## config.mk

```make
export PLATFORM = sky130hd
export DESIGN_NAME = i2s_tx
export DESIGN_NICKNAME = d
export VERILOG_FILES = /design/src/rtl/i2s_tx.sv
export SDC_FILE = /design/constraint.sdc
export NUM_CORES = 1
export LEC_CHECK = 0
export CORE_UTILIZATION = 35
export CTS_CLUSTER_DIAMETER = 30
export DETAILED_ROUTE_END_ITERATION = 8
export SETUP_SLACK_MARGIN = 0.4
export SLEW_MARGIN = 10
export SYNTH_ARGS = -nofsm -noshare
export SYNTH_HDL_FRONTEND = slang
export SYNTH_SLANG_ARGS = --single-unit
```

## constraint.sdc

```tcl
create_clock -name clk -period 4.35 [get_ports clk]
set_input_delay 0.435 -clock clk [delete_from_list [all_inputs] [get_ports clk]]
set_output_delay 0.435 -clock clk [all_outputs]
set_load 0.01 [all_outputs]
```

## src/rtl/i2s_tx.sv

```systemverilog
// I2S master transmitter.
// Divides clk down to a bit clock, generates word select, and serializes one
// DATA_W-bit left/right sample pair per frame, MSB first, with the standard
// I2S one-bit delay after each word-select change. All outputs are registered.
//
// Sample write interface: wrt is a single-cycle strobe with no back-pressure.
// The pair on lft_in/rght_in is captured into the holding register on every
// cycle in which wrt is high; the last write before a frame load wins.
// smpl_req pulses for one cycle when the holding register is consumed.
module i2s_tx #(
  parameter int SCLK_DIV = 16,  // clk cycles per I2S_sclk half-period, >= 2
  parameter int SLOT_W   = 32,  // I2S_sclk periods per channel slot
  parameter int DATA_W   = 24   // sample width, < SLOT_W
) (
  input  logic              clk,
  input  logic              rst_n,
  input  logic [DATA_W-1:0] lft_in,
  input  logic [DATA_W-1:0] rght_in,
  input  logic              wrt,
  output logic              smpl_req,
  output logic              underrun,
  input  logic              clr_undr,
  output logic              I2S_sclk,
  output logic              I2S_ws,
  output logic              I2S_data
);

  localparam int DIV_W = (SCLK_DIV > 1) ? $clog2(SCLK_DIV) : 1;
  localparam int BIT_W = $clog2(2 * SLOT_W);

  localparam logic [DIV_W-1:0] DIV_TC   = DIV_W'(SCLK_DIV - 1);
  localparam logic [BIT_W-1:0] BIT_LAST = BIT_W'(2 * SLOT_W - 1);
  localparam logic [BIT_W-1:0] SLOT_LEN = BIT_W'(SLOT_W);
  localparam logic [BIT_W-1:0] DATA_LEN = BIT_W'(DATA_W);

  logic [DIV_W-1:0]    div_cnt;
  logic [BIT_W-1:0]    bit_cnt;
  logic [DATA_W-1:0]   hold_l;
  logic [DATA_W-1:0]   hold_r;
  logic                hold_vld;
  logic                primed;   // first frame load after reset has happened
  logic [2*DATA_W-1:0] shifter;  // {left, right}, consumed MSB first

  logic             fall_evt;
  logic             frame_load;
  logic [BIT_W-1:0] bit_nxt;
  logic             ws_nxt;
  logic [BIT_W-1:0] k_nxt;
  logic             data_win;

  // Bit clock falls on the terminal count while it is currently high.
  assign fall_evt   = (div_cnt == DIV_TC) && I2S_sclk;
  assign frame_load = fall_evt && (bit_cnt == BIT_LAST);
  assign bit_nxt    = (bit_cnt == BIT_LAST) ? '0 : bit_cnt + BIT_W'(1);
  assign ws_nxt     = (bit_nxt >= SLOT_LEN);
  // Bit position within the slot that starts at this falling edge.
  assign k_nxt      = ws_nxt ? (bit_nxt - SLOT_LEN) : bit_nxt;
  // k=0 is the one-bit delay pad, k>DATA_W is trailing zero fill.
  assign data_win   = (k_nxt != '0) && (k_nxt <= DATA_LEN);

  // Clock divider: toggle the bit clock every SCLK_DIV clk cycles.
  always_ff @(posedge clk or negedge rst_n) begin
    if (!rst_n) begin
      div_cnt  <= '0;
      I2S_sclk <= 1'b0;
    end else if (div_cnt == DIV_TC) begin
      div_cnt  <= '0;
      I2S_sclk <= ~I2S_sclk;
    end else begin
      div_cnt  <= div_cnt + DIV_W'(1);
    end
  end

  // Bit counter and word select advance on each bit-clock falling edge.
  always_ff @(posedge clk or negedge rst_n) begin
    if (!rst_n) begin
      bit_cnt <= BIT_LAST;
      I2S_ws  <= 1'b1;
    end else if (fall_evt) begin
      bit_cnt <= bit_nxt;
      I2S_ws  <= ws_nxt;
    end
  end

  // Serializer: load the pair at frame start, shift one bit per data slot bit.
  always_ff @(posedge clk or negedge rst_n) begin
    if (!rst_n) begin
      shifter  <= '0;
      I2S_data <= 1'b0;
    end else if (frame_load) begin
      shifter  <= {hold_l, hold_r};
      I2S_data <= 1'b0;
    end else if (fall_evt) begin
      if (data_win) begin
        I2S_data <= shifter[2*DATA_W-1];
        shifter  <= shifter << 1;
      end else begin
        I2S_data <= 1'b0;
      end
    end
  end

  // Holding register: a write always wins over the consume at frame load.
  always_ff @(posedge clk or negedge rst_n) begin
    if (!rst_n) begin
      hold_l   <= '0;
      hold_r   <= '0;
      hold_vld <= 1'b0;
    end else if (wrt) begin
      hold_l   <= lft_in;
      hold_r   <= rght_in;
      hold_vld <= 1'b1;
    end else if (frame_load) begin
      hold_vld <= 1'b0;
    end
  end

  // Frame status: request pulse, and sticky underrun where a new event beats clear.
  always_ff @(posedge clk or negedge rst_n) begin
    if (!rst_n) begin
      smpl_req <= 1'b0;
      primed   <= 1'b0;
      underrun <= 1'b0;
    end else begin
      smpl_req <= frame_load;
      if (frame_load) begin
        primed <= 1'b1;
      end
      if (frame_load && !hold_vld && primed) begin
        underrun <= 1'b1;
      end else if (clr_undr) begin
        underrun <= 1'b0;
      end
    end
  end

endmodule

```

==> results of run 1 <==
area by class of cell:
| class | count | area [um^2] |
|---|---|---|
| Sequential cell | 113 | 2840 |
| Fill cell | 1276 | 7610 |
| Timing Repair Buffer | 60 | 587 |
| Inverter | 4 | 15.0 |
| Clock inverter | 5 | 52.6 |
| Tap cell | 180 | 225 |
| Clock buffer | 27 | 503 |
| Multi-Input combinational cell | 202 | 2050 |
cell families (layout without fill, tap and decap cells):
group           count (synthesis)  count (layout)  synth area share
xor+xnor                        7               7            0.0123
flops                         113             113             0.568
mux                           142             142             0.334
buf+inv                        22              96            0.0233
fa+ha+maj                       3               3           0.00751
simple gates                   32              32            0.0311
compound gates                 18              18            0.0238
through the flow:
step | power, mW | setup slack (ns) | cell area (um^2) | hold WS [ns] | instances
after floorplan | 1.18 | 1.97 | 5000 | 0.139 | 337
after global placement | 1.27 | 1.41 | 5710 | 0.456 | 559
after detailed placement | 1.27 | 1.33 | 5710 | 0.458 | 559
after CTS | 2.58 | 1.32 | 6260 | 0.279 | 591
after global routing | 2.65 | 1.18 | 6270 | 0.148 | 591
final | 2.54 | 1.35 | 6270 | 0.0753 | 591
flip-flops by register name, summed over array words and instances (netlist names):
register and count:
div_cnt 4, underrun 1, smpl_req 1, shifter 48, bit_cnt 6, I2S_ws 1
I2S_sclk 1, hold_vld 1, hold_r 24, I2S_data 1, primed 1, hold_l 24
worst reg2reg max path, cell delays in order (launching register included):
cell                      delay, ns
sky130_fd_sc_hd__dfstp_2       0.57
sky130_fd_sc_hd__ha_1          0.32
sky130_fd_sc_hd__xnor2_1       0.16
sky130_fd_sc_hd__a311o_1       0.21
sky130_fd_sc_hd__a31o_2        0.89
sky130_fd_sc_hd__buf_4         0.40
sky130_fd_sc_hd__mux2_4        0.32
report_power, final:
| group | internal, mW | switching, mW |
|---|---|---|
| clock network | 0.842 | 0.451 |
| logic | 0.0801 | 0.0452 |
| registers | 1.10 | 0.0246 |
| total | 2.02 | 0.521 |
cells in the final DEF, fill, tap and decap left out, types with 5 or more instances in the layout:
cell type / n
sky130_fd_sc_hd__clkbuf_1: 6
sky130_fd_sc_hd__clkbuf_16: 17
sky130_fd_sc_hd__clkdlybuf4s50_1: 54
sky130_fd_sc_hd__dfrtp_1: 106
sky130_fd_sc_hd__dfstp_2: 7
sky130_fd_sc_hd__mux2_2: 123
sky130_fd_sc_hd__mux2_4: 19
sky130_fd_sc_hd__nand2_1: 14
sky130_fd_sc_hd__o21ai_0: 7
sky130_fd_sc_hd__xnor2_1: 5
per-layer routing:
metal	routed length, um	track usage
met5	0	0
met4	112	0.0579
met3	373	0.0517
met2	4040	0.196
met1	4080	0.167
final timing paths:
| kind | start | to | slack (ns) | cells past startpoint |
|---|---|---|---|---|
| setup reg to reg | bit_cnt[0] | shifter[33] | 1.35 | 6 |
| min in group clk | I2S_ws | I2S_ws | 0.48 | 2 |
| hold / removal | rst_n | hold_l[16] | 0.08 | 1 |
| hold reg to reg | I2S_ws | I2S_ws | 0.48 | 2 |
| setup / recovery | bit_cnt[0] | shifter[33] | 1.35 | 6 |
| max in group asynchronous | rst_n | hold_l[4] | 3.40 | 2 |
==> impl_metrics.env, run 1 <==
export IMPL_layout_core_utilization=0.452
export IMPL_max_cap_violations=0
export IMPL_buffers_inserted_during_post_cts_setup_optimization=0
export IMPL_chipHeight_um=121
export IMPL_grt_max_degree=91
export IMPL_fin_crit_ns=3.00
export IMPL_drtPass1Iterations=4
export IMPL_synth_ff_latch_count=113
export IMPL_run_status="finished, final reports clean"
export IMPL_worstPathRequired_ns=4.63
export IMPL_yosys_warnings=0
export IMPL_gp_congestion=0.816
export IMPL_crit_path_cell_trace="ha_1, xnor2_1, a311o_1, a31o_2, buf_4, mux2_4"
export IMPL_dr_total_vias=2802
export IMPL_first_global_vias=2901
export IMPL_cts_buffers_inserted=17
export IMPL_area_growth_syn_to_layout_pct=25.4
export IMPL_layout_drive_gt1_share=0.450
export IMPL_synth_edf_count=0
export IMPL_worst_setup_path_type="reg2reg"
export IMPL_dr_first_iter_drc_count=94
export IMPL_fp_dieW_um=121
export IMPL_synth_top_area_cell="sky130_fd_sc_hd__dfrtp_1"
export IMPL_clkLatencyLatePin_ns=0.41
export IMPL_final_setup_viol_count=0
export IMPL_via_per_inst=4.74
export IMPL_cts_max_path_buffers=2
export IMPL_post_synth_top_count_cell="sky130_fd_sc_hd__mux2_2"
export IMPL_grt_overflow=0
export IMPL_wirelength_um=8610
export IMPL_p_leak_nw=2.88
export IMPL_pwr_density_cell_mw_per_mm2=405
export IMPL_grt_antenna_before_repair=0
export IMPL_cts_root_buffer_cell="sky130_fd_sc_hd__clkbuf_16"
export IMPL_synth_top_flop_cell="sky130_fd_sc_hd__dfrtp_1"
export IMPL_netlist_area_mm2=0.00500
export IMPL_antennaDiodeCount=0
export IMPL_worstPathBufferInverterCount=1
export IMPL_rsz0062_at_grt="false"
export IMPL_detail_route_wl_per_cell_um=14.6
export IMPL_synth_cell_types=34
export IMPL_crit_path_max_incr_delay_ns=0.89
export IMPL_timing_max_slew_rel_slack=0.237
export IMPL_finalMaxSlewViolations=0
export IMPL_clkTransAtPathRegs_ns=0.05
export IMPL_timing_clock_skew_ns=0.00782
export IMPL_area_share_of_the_leading_cell_type_in_the_synthesized_netlist=0.531
export IMPL_grt_total_usage=0.131
export IMPL_die_area_mm2=0.0148
export IMPL_row_count=43
export IMPL_placement_io_buffers=56
export IMPL_worst_path_max_delay_cell="sky130_fd_sc_hd__a31o_2"
export IMPL_post_synth_cell_area_avg_um2=14.8
export IMPL_highest_ir_drop_seen_on_vdd_v=0.000261
export IMPL_worstMarginPinSlew_ns=1.14
export IMPL_critical_path_top_delay_family="compound AO/OA/AOI/OAI gates"
export IMPL_yosysSeqAreaShare=0.568
export IMPL_cts_hold_buf=0
export IMPL_timing_hold_violations_final=0
export IMPL_synthesis_instances=337
export IMPL_top_level_ports=57
export IMPL_path_max_fanout=38
export IMPL_post_cts_resized=0
export IMPL_max_clock_freq_mhz=334
export IMPL_finalSetupTns_ns=0
export IMPL_tritoncts="yes"
export IMPL_synth_top_cells_by_count="sky130_fd_sc_hd__mux2_2 (123), sky130_fd_sc_hd__dfrtp_1 (106), sky130_fd_sc_hd__mux2_4 (19)"
export IMPL_yosys_top_cells_area="sky130_fd_sc_hd__dfrtp_1 (53%), sky130_fd_sc_hd__mux2_2 (28%), sky130_fd_sc_hd__mux2_4 (5.7%), sky130_fd_sc_hd__dfstp_2 (3.7%), sky130_fd_sc_hd__nand2_1 (1.1%)"
export IMPL_class_of_the_tightest_hold_or_removal_check="in2async"
export IMPL_synthesis_nets=392
export IMPL_critical_path_arrival_ns=3.28
export IMPL_starting_density_of_the_core=0.360
export IMPL_worstSetupStartpointType="flop"
export IMPL_element_type_at_the_critical_path_end="flop"
export IMPL_postRouteAntennaNets=0
export IMPL_final_period_utilization=0.689
export IMPL_dp_hpwl_um=5390
export IMPL_core_region_area_mm2=0.0139
export IMPL_drc_errors=0
export IMPL_grt_pass1_wl_um=14500
export IMPL_cts_max_level=4
export IMPL_numClockSinks=113
export IMPL_finish_net_count=453
export IMPL_postSynth_asyncResetShare=1.00
Note: power is estimated with default switching activity, not from simulation.
==> run 2: changes to the inputs <==
clock period = 2.9 ns   (was 4.35 ns; I/O delays follow)
==> impl_metrics.env, run 2 (synthesis results as in run 1) <==
export IMPL_die_area_mm2=0.0148
export IMPL_cts_max_path_buffers=2
export IMPL_core_region_area_mm2=0.0139
export IMPL_detail_route_wl_per_cell_um=14.2
export IMPL_cts_root_buffer_cell="sky130_fd_sc_hd__clkbuf_16"
export IMPL_element_type_at_the_critical_path_end="flop"
export IMPL_antennaDiodeCount=0
export IMPL_rsz0062_at_grt="false"
export IMPL_timing_clock_skew_ns=0.00885
export IMPL_grt_antenna_before_repair=0
export IMPL_post_layout_nonfiller_instances=593
export IMPL_fin_crit_ns=2.41
export IMPL_finalSetupTns_ns=0
export IMPL_row_count=43
export IMPL_gp_congestion=0.818
export IMPL_wirelength_um=8440
export IMPL_drc_errors=0
export IMPL_worst_hold_slack_after_final_layout_ns=0.475
export IMPL_commonest_non_fill_non_tap_cell_in_the_layout="sky130_fd_sc_hd__mux2_2"
export IMPL_final_cell_mix="sky130_fd_sc_hd__mux2_2 (123), sky130_fd_sc_hd__dfrtp_1 (106), sky130_fd_sc_hd__clkdlybuf4s50_1 (54)"
export IMPL_first_global_vias=2811
export IMPL_worst_setup_path_type="reg2reg"
export IMPL_dp_hpwl_um=5210
export IMPL_totalPowerFinal_mw=4.00
export IMPL_timing_max_slew_rel_slack=0.588
export IMPL_layout_drive_gt1_share=0.465
export IMPL_worstMarginPinSlew_ns=0.618
export IMPL_placement_io_buffers=56
export IMPL_pre_cts_slack_ns=0.357
export IMPL_dr_total_vias=2830
export IMPL_p_leak_nw=2.94
export IMPL_max_flop_register="shifter"
export IMPL_timing_hold_violations_final=0
export IMPL_class_of_the_tightest_hold_or_removal_check="reg2reg"
export IMPL_dr_first_iter_drc_count=121
export IMPL_clkTransAtPathRegs_ns=0.05
export IMPL_area_growth_syn_to_layout_pct=27.8
export IMPL_highest_ir_drop_seen_on_vdd_v=0.000406
export IMPL_final_setup_viol_count=0
export IMPL_postRouteAntennaNets=0
export IMPL_grt_total_usage=0.129
export IMPL_placed_cell_area_mm2=0.00574
export IMPL_tritoncts="yes"
export IMPL_cts_buffers_inserted=17
export IMPL_worstPathRequired_ns=3.19
export IMPL_drtPass1Iterations=4
export IMPL_num_fill_cells=1238
export IMPL_finish_net_count=455
export IMPL_reg_largest_list="shifter (48), hold_l (24), hold_r (24)"
export IMPL_final_setup_slack_of_the_worst_path_ns=0.492
export IMPL_critical_path_arrival_ns=2.70
export IMPL_flip_flop_count_of_the_largest_register_after_layout=48
export IMPL_grt_pass1_wl_um=14400
export IMPL_max_cap_violations=0
export IMPL_path_max_fanout=28
export IMPL_fp_dieW_um=121
export IMPL_grt_overflow=0
export IMPL_clkLatencyLatePin_ns=0.41
export IMPL_run_status="finished, final reports clean"
export IMPL_numClockSinks=113
export IMPL_final_design_area_no_fill_mm2=0.00638
export IMPL_cts_max_level=4
export IMPL_top_level_ports=57
export IMPL_placed_cells_incl_taps=560
export IMPL_starting_density_of_the_core=0.360
export IMPL_finalMaxSlewViolations=0
export IMPL_grt_max_degree=114
export IMPL_layout_core_utilization=0.460
export IMPL_worstSetupStartpointType="flop"
export IMPL_chipHeight_um=121
export IMPL_via_per_inst=4.77
export IMPL_pwr_density_cell_mw_per_mm2=627
export IMPL_max_clock_freq_mhz=415
export IMPL_final_period_utilization=0.830
-- run 2: cell count changes in the layout (fill, tap and decap cells not counted), moves of 2 or more --
cell                        delta
sky130_fd_sc_hd__clkinv_2      +2
sky130_fd_sc_hd__clkinv_4      +2
sky130_fd_sc_hd__buf_8         +2
sky130_fd_sc_hd__buf_4         -2
sky130_fd_sc_hd__bufinv_16     +2
sky130_fd_sc_hd__buf_12        +2
sky130_fd_sc_hd__clkbuf_1      -5
-- run 2: critical path, stage by stage, from the launching register on --
cell and delay [ns]:
sky130_fd_sc_hd__dfstp_2 0.58, sky130_fd_sc_hd__ha_2 0.27, sky130_fd_sc_hd__nand2_1 0.09, sky130_fd_sc_hd__or2_2 0.33, sky130_fd_sc_hd__nor2_4 0.14, sky130_fd_sc_hd__buf_8 0.24, sky130_fd_sc_hd__mux2_2 0.36, sky130_fd_sc_hd__mux2_2 0.26
-- run 2: repair_timing --
item                                    in CTS  in global routing
hold buffers                                 1                  0
buffers inserted                             0                  0
hold endpoints to repair                    86                  0
resized for setup                            2                  3
endpoints found under the setup margin      46                 47
-- run 2: layout make-up --
type                       instances  area (um^2)  area share
sequential                       113         2840       0.444
inverter                           4         15.0     0.00235
clock inverter                    10          133      0.0208
tap                              180          225      0.0353
timing repair buffer              62          641       0.100
clock buffer                      22          484      0.0758
multi-input combinational        202         2050       0.321
-- run 2: layer usage --
layer,vias to the layer above,global-route usage,part of all wire
met3,15,0.0451,0.045
li1,1337,-,-
met5,-,0,0
met1,1416,0.175,0.48
met4,0,0.0648,0.021
met2,62,0.183,0.45
-- run 2: path summary, 6_finish.rpt --
| path | cells after the start | to | slack [ns] | start |
|---|---|---|---|---|
| setup / recovery | 7 | shifter[16] | 0.49 | bit_cnt[0] |
| hold / removal | 1 | primed | 0.47 | primed |
| setup reg to reg | 7 | shifter[16] | 0.49 | bit_cnt[0] |
| hold reg to reg | 1 | primed | 0.47 | primed |
| max in group asynchronous | 3 | I2S_data | 1.93 | rst_n |
| min in group asynchronous | 3 | shifter[40] | 0.48 | rst_n |
-- run 2: where the power goes --
part	switching [mW]	leakage (nW)	internal [mW]	total, mW
clock	0.697	0.310	1.43	2.13
sequential	0.0358	1.43	1.65	1.68
combinational	0.0673	1.20	0.122	0.190
total	0.800	2.94	3.20	4.00
